[config.mk]
export PLATFORM = sky130hd
export DESIGN_NAME = data_mem_arbiter
export DESIGN_NICKNAME = d
export VERILOG_FILES = /design/src/rtl/data_mem_arbiter.sv
export SDC_FILE = /design/constraint.sdc
export NUM_CORES = 1
export LEC_CHECK = 0
export ABC_AREA = 1
export BUFFER_PORTS_ARGS = -buffer_cell sky130_fd_sc_hd__buf_2
export CAP_MARGIN = 20
export CORE_AREA = 2 2 117 119
export CTS_CLUSTER_DIAMETER = 150
export DETAILED_ROUTE_END_ITERATION = 7
export DIE_AREA = 0 0 119 121
export GPL_TIMING_DRIVEN = 0
export PLACE_DENSITY = 0.62
export SYNTH_ARGS = -nofsm -noshare
export SYNTH_HDL_FRONTEND = slang
export SYNTH_SLANG_ARGS = --single-unit
[constraint.sdc]
create_clock -name clk -period 3.3 [get_ports clk]
set_input_delay 0.495 -clock clk [delete_from_list [all_inputs] [get_ports clk]]
set_output_delay 0.495 -clock clk [all_outputs]
set_load 0.005 [all_outputs]
[src/rtl/data_mem_arbiter.sv]
// Two-port arbiter in front of a single-ported data memory: round-robin between
// core (port 0) and debug/DMA (port 1), with lockable ownership and 1-cycle read return.
module data_mem_arbiter #(
    parameter int MEMORY_WIDTH = 32,
    parameter int ADDR_WIDTH   = 32
) (
    input  logic                    clk,
    input  logic                    reset_n,
    input  logic                    p0_req,
    input  logic                    p0_we,
    input  logic                    p0_lock,
    input  logic [ADDR_WIDTH-1:0]   p0_addr,
    input  logic [MEMORY_WIDTH-1:0] p0_wdata,
    output logic                    p0_gnt,
    output logic                    p0_rvalid,
    output logic [MEMORY_WIDTH-1:0] p0_rdata,
    input  logic                    p1_req,
    input  logic                    p1_we,
    input  logic                    p1_lock,
    input  logic [ADDR_WIDTH-1:0]   p1_addr,
    input  logic [MEMORY_WIDTH-1:0] p1_wdata,
    output logic                    p1_gnt,
    output logic                    p1_rvalid,
    output logic [MEMORY_WIDTH-1:0] p1_rdata,
    output logic [ADDR_WIDTH-1:0]   mem_addr,
    output logic [MEMORY_WIDTH-1:0] mem_write_data,
    output logic                    mem_write_enable,
    input  logic [MEMORY_WIDTH-1:0] mem_read_data
);

    typedef enum logic [1:0] {
        IDLE = 2'd0,
        OWN0 = 2'd1,
        OWN1 = 2'd2
    } state_t;

    state_t state;
    logic   last_grant;

    // Grant is a pure function of the current requests and the ownership state,
    // so the memory sees the access in the same cycle it is requested.
    always_comb begin
        // NOTE: every combinational output gets a default first so no latch is inferred.
        p0_gnt = 1'b0;
        p1_gnt = 1'b0;
        case (state)
            IDLE: begin
                if (p0_req && p1_req) begin
                    p0_gnt = last_grant;
                    p1_gnt = ~last_grant;
                end else begin
                    p0_gnt = p0_req;
                    p1_gnt = p1_req;
                end
            end
            OWN0:    p0_gnt = p0_req;
            OWN1:    p1_gnt = p1_req;
            default: ;
        endcase
    end

    always_comb begin
        mem_addr         = '0;
        mem_write_data   = '0;
        mem_write_enable = 1'b0;
        if (p0_gnt) begin
            mem_addr         = p0_addr;
            mem_write_data   = p0_wdata;
            mem_write_enable = p0_we;
        end else if (p1_gnt) begin
            mem_addr         = p1_addr;
            mem_write_data   = p1_wdata;
            mem_write_enable = p1_we;
        end
    end

    // Ownership only ends when the owner either releases lock on a granted
    // access or lets its request drop; an idle cycle always returns to IDLE.
    always_ff @(posedge clk or negedge reset_n) begin
        if (!reset_n) begin
            state      <= IDLE;
            last_grant <= 1'b1;
            p0_rvalid  <= 1'b0;
            p1_rvalid  <= 1'b0;
            p0_rdata   <= '0;
            p1_rdata   <= '0;
        end else begin
            // NOTE: non-blocking assignments so every register samples pre-edge values.
            if (p0_gnt) begin
                last_grant <= 1'b0;
                state      <= p0_lock ? OWN0 : IDLE;
            end else if (p1_gnt) begin
                last_grant <= 1'b1;
                state      <= p1_lock ? OWN1 : IDLE;
            end else begin
                state <= IDLE;
            end

            p0_rvalid <= p0_gnt && !p0_we;
            p1_rvalid <= p1_gnt && !p1_we;
            if (p0_gnt && !p0_we) p0_rdata <= mem_read_data;
            if (p1_gnt && !p1_we) p1_rdata <= mem_read_data;
        end
    end

endmodule

==> metrics.cfg <==
[outcome]
status=finished clean

[critical_path]
crit_path_top_delay_cell=dfstp_2
r2r_cells=6
critPathLaunchType=flop
crit_arrival_ps=2000
end_kind=primary output
reg2reg_slack_ps=1720
cpPeakStageDelay_ps=550
crit_path_end=mem_write_data[26]
reg2reg_to=p0_rdata[27]$_DFFE_PN0P_
crit_type=flop to primary output
cp_common_cell=nand2_1
cp_data_required_time_ps=2800
cp_max_fo=10
cp.depth=9
path_delay_family=buffers and inverters
cp_num_buf_inv=5
r2r-start=last_grant$_DFFE_PN1P_
cp-startpoint=last_grant$_DFFE_PN1P_
crit_chain=inv_1, nand3_2, nand2_1, inv_2, buf_4, buf_2, nand2_1, nand2_1, buf_2

[drt]
antenna_left=0
num_vias=4469
wl_um=14700
drtPass1Iterations=4
viasPerCell=4.42
drc=0
post_drt_wl_per_cell_um=14.6
drtIter0Drc=219

[floorplan]
io_pins=301
die_area_um2=14400
die_height_um=121
coreArea_um2=13100
initial_core_util=0.278
rows=42
die_w_um=119

[flow_run]
drv_cap=0

[global_route]
grt-ovfl-total=0
first_global_vias=4255
grt_max_degree=70
grt_antenna_before_repair=0
track_usage=0.200
grt_pass1_wl_um=22500

[clock_tree]
clk_latency_ps=330
post_cts_buffers=0
clock_tree.root_cell=clkbuf_16
cts_resized=0
cts_made_buffers=9
cts_hold_buf=0
cts_tree=built
clk_pin_slew_ps=50
cts.sinks=69
cts_max_level=3
cts_buffer_depth=2

[power_and_ir_drop]
power_density_nw_per_um2=530
p_leak_nw=3.56
peakVddDrop_mv=0.251

[placement]
placed_cell_area_um2=5360
gp_congestion=0.875
dp_hpwl_um=11800
port_buffers=300

[cells_and_area]
area_growth_pct=55.3
final_cell_area_um2=5650
layout_commonest_cell=nand2_1
most-common-layout-cells=325 x nand2_1, 318 x buf_2, 68 x dfrtp_1
antenna_cells=0
nNetsFinal=998
drive_gt1_frac=0.416

[synthesis]
ys_types=15
ys_seq_area_frac=0.475
syn_area_um2=3640
ys_ff_latch=69
postSynthAreaPerCell_um2=7.01
yosys_warnings=0
netlist_instances=519
synth_nets=687

[sta]
tightest_slew_ps=887
hold_viol=0
period_needed_ps=2490
period_share=0.755
timing.fmax_ghz=0.401
finalSetupTns_ps=0
finClkSkew_ps=4.44
timing.hold.ws_ps=292
maxSlewViolCount=0
setup_viol=0
grt_setup_unrepaired=no
slew-limit-headroom=0.409

[worst_hold_path]
hold_class=primary input to asynchronous set/reset pin

## cells in the mapped netlist (all sizes together)
master  instances  area, um2
dfstp           1       26.3
nand4          64        400
o21ai           1       5.00
nand3           4       30.0
buf            28        136
nor2            4       30.0
inv            14       52.6
nand2         325       1220
clkbuf         10       37.5
dfrtp          68       1700
## worst min-delay path by stage
stage / depth (start not counted) / endpoint / start
floorplan: 0 / p0_rdata[0]$_DFFE_PN0P_ / reset_n
global placement: 2 / p0_rdata[14]$_DFFE_PN0P_ / p0_rdata[14]$_DFFE_PN0P_
detailed placement: 2 / p0_rdata[24]$_DFFE_PN0P_ / p0_rdata[24]$_DFFE_PN0P_
CTS: 1 / p0_rdata[2]$_DFFE_PN0P_ / reset_n
global route: 1 / p0_rdata[6]$_DFFE_PN0P_ / reset_n
finish: 1 / p0_rvalid$_DFF_PN0_ / reset_n
## sequential cells by signal, indices dropped and copies added (netlist names)
signal and cells:
p0_rvalid 1, state 2, p1_rvalid 1, p1_rdata 32, last_grant 1, p0_rdata 32
## metrics by stage
step / utilization / total power, mW / worst slack, ps / cells
2_1_floorplan: - / 1.56 / 1570 / 519
3_3_place_gp: 0.410 / 2.09 / 1010 / 995
3_5_place_dp: 0.410 / 2.10 / 1020 / 995
4_1_cts: 0.432 / 3.03 / 752 / 1011
5_1_grt: 0.432 / 3.21 / 641 / 1011
6_report: 0.432 / 2.99 / 807 / 1011
## power breakdown
group	switching [mW]	leakage (nW)	internal (mW)
logic	0.519	2.55	0.414
clock network	0.348	0.146	0.569
registers	0.106	0.859	1.04
total	0.972	3.56	2.02
## area by class of cell
type	count	area (um2)
clock inverters	3	18.8
plain buffers	38	174
clock buffers	13	270
fillers	1404	7430
multi-input cells	398	1690
inverters	14	52.6
flip-flops and latches	69	1730
well taps	176	220
repair buffers	300	1500
## layer usage
| metal | up-vias | GRT usage | routed length, um | part of all wire |
|---|---|---|---|---|
| met5 | - | 0 | 0 | 0 |
| met4 | 0 | 0.0722 | 310 | 0.021 |
| met3 | 21 | 0.0611 | 1240 | 0.084 |
| met2 | 186 | 0.346 | 7350 | 0.50 |
| met1 | 1987 | 0.235 | 5850 | 0.40 |
| li1 | 2275 | - | - | - |
## cells by family after synthesis
family	share of synthesized area
AO/OA/AOI/OAI	0.00137
buffers and inverters	0.0622
flip-flops	0.475
AND/OR/NAND/NOR	0.462
No activity file was read; power rests on OpenSTA's default activity.
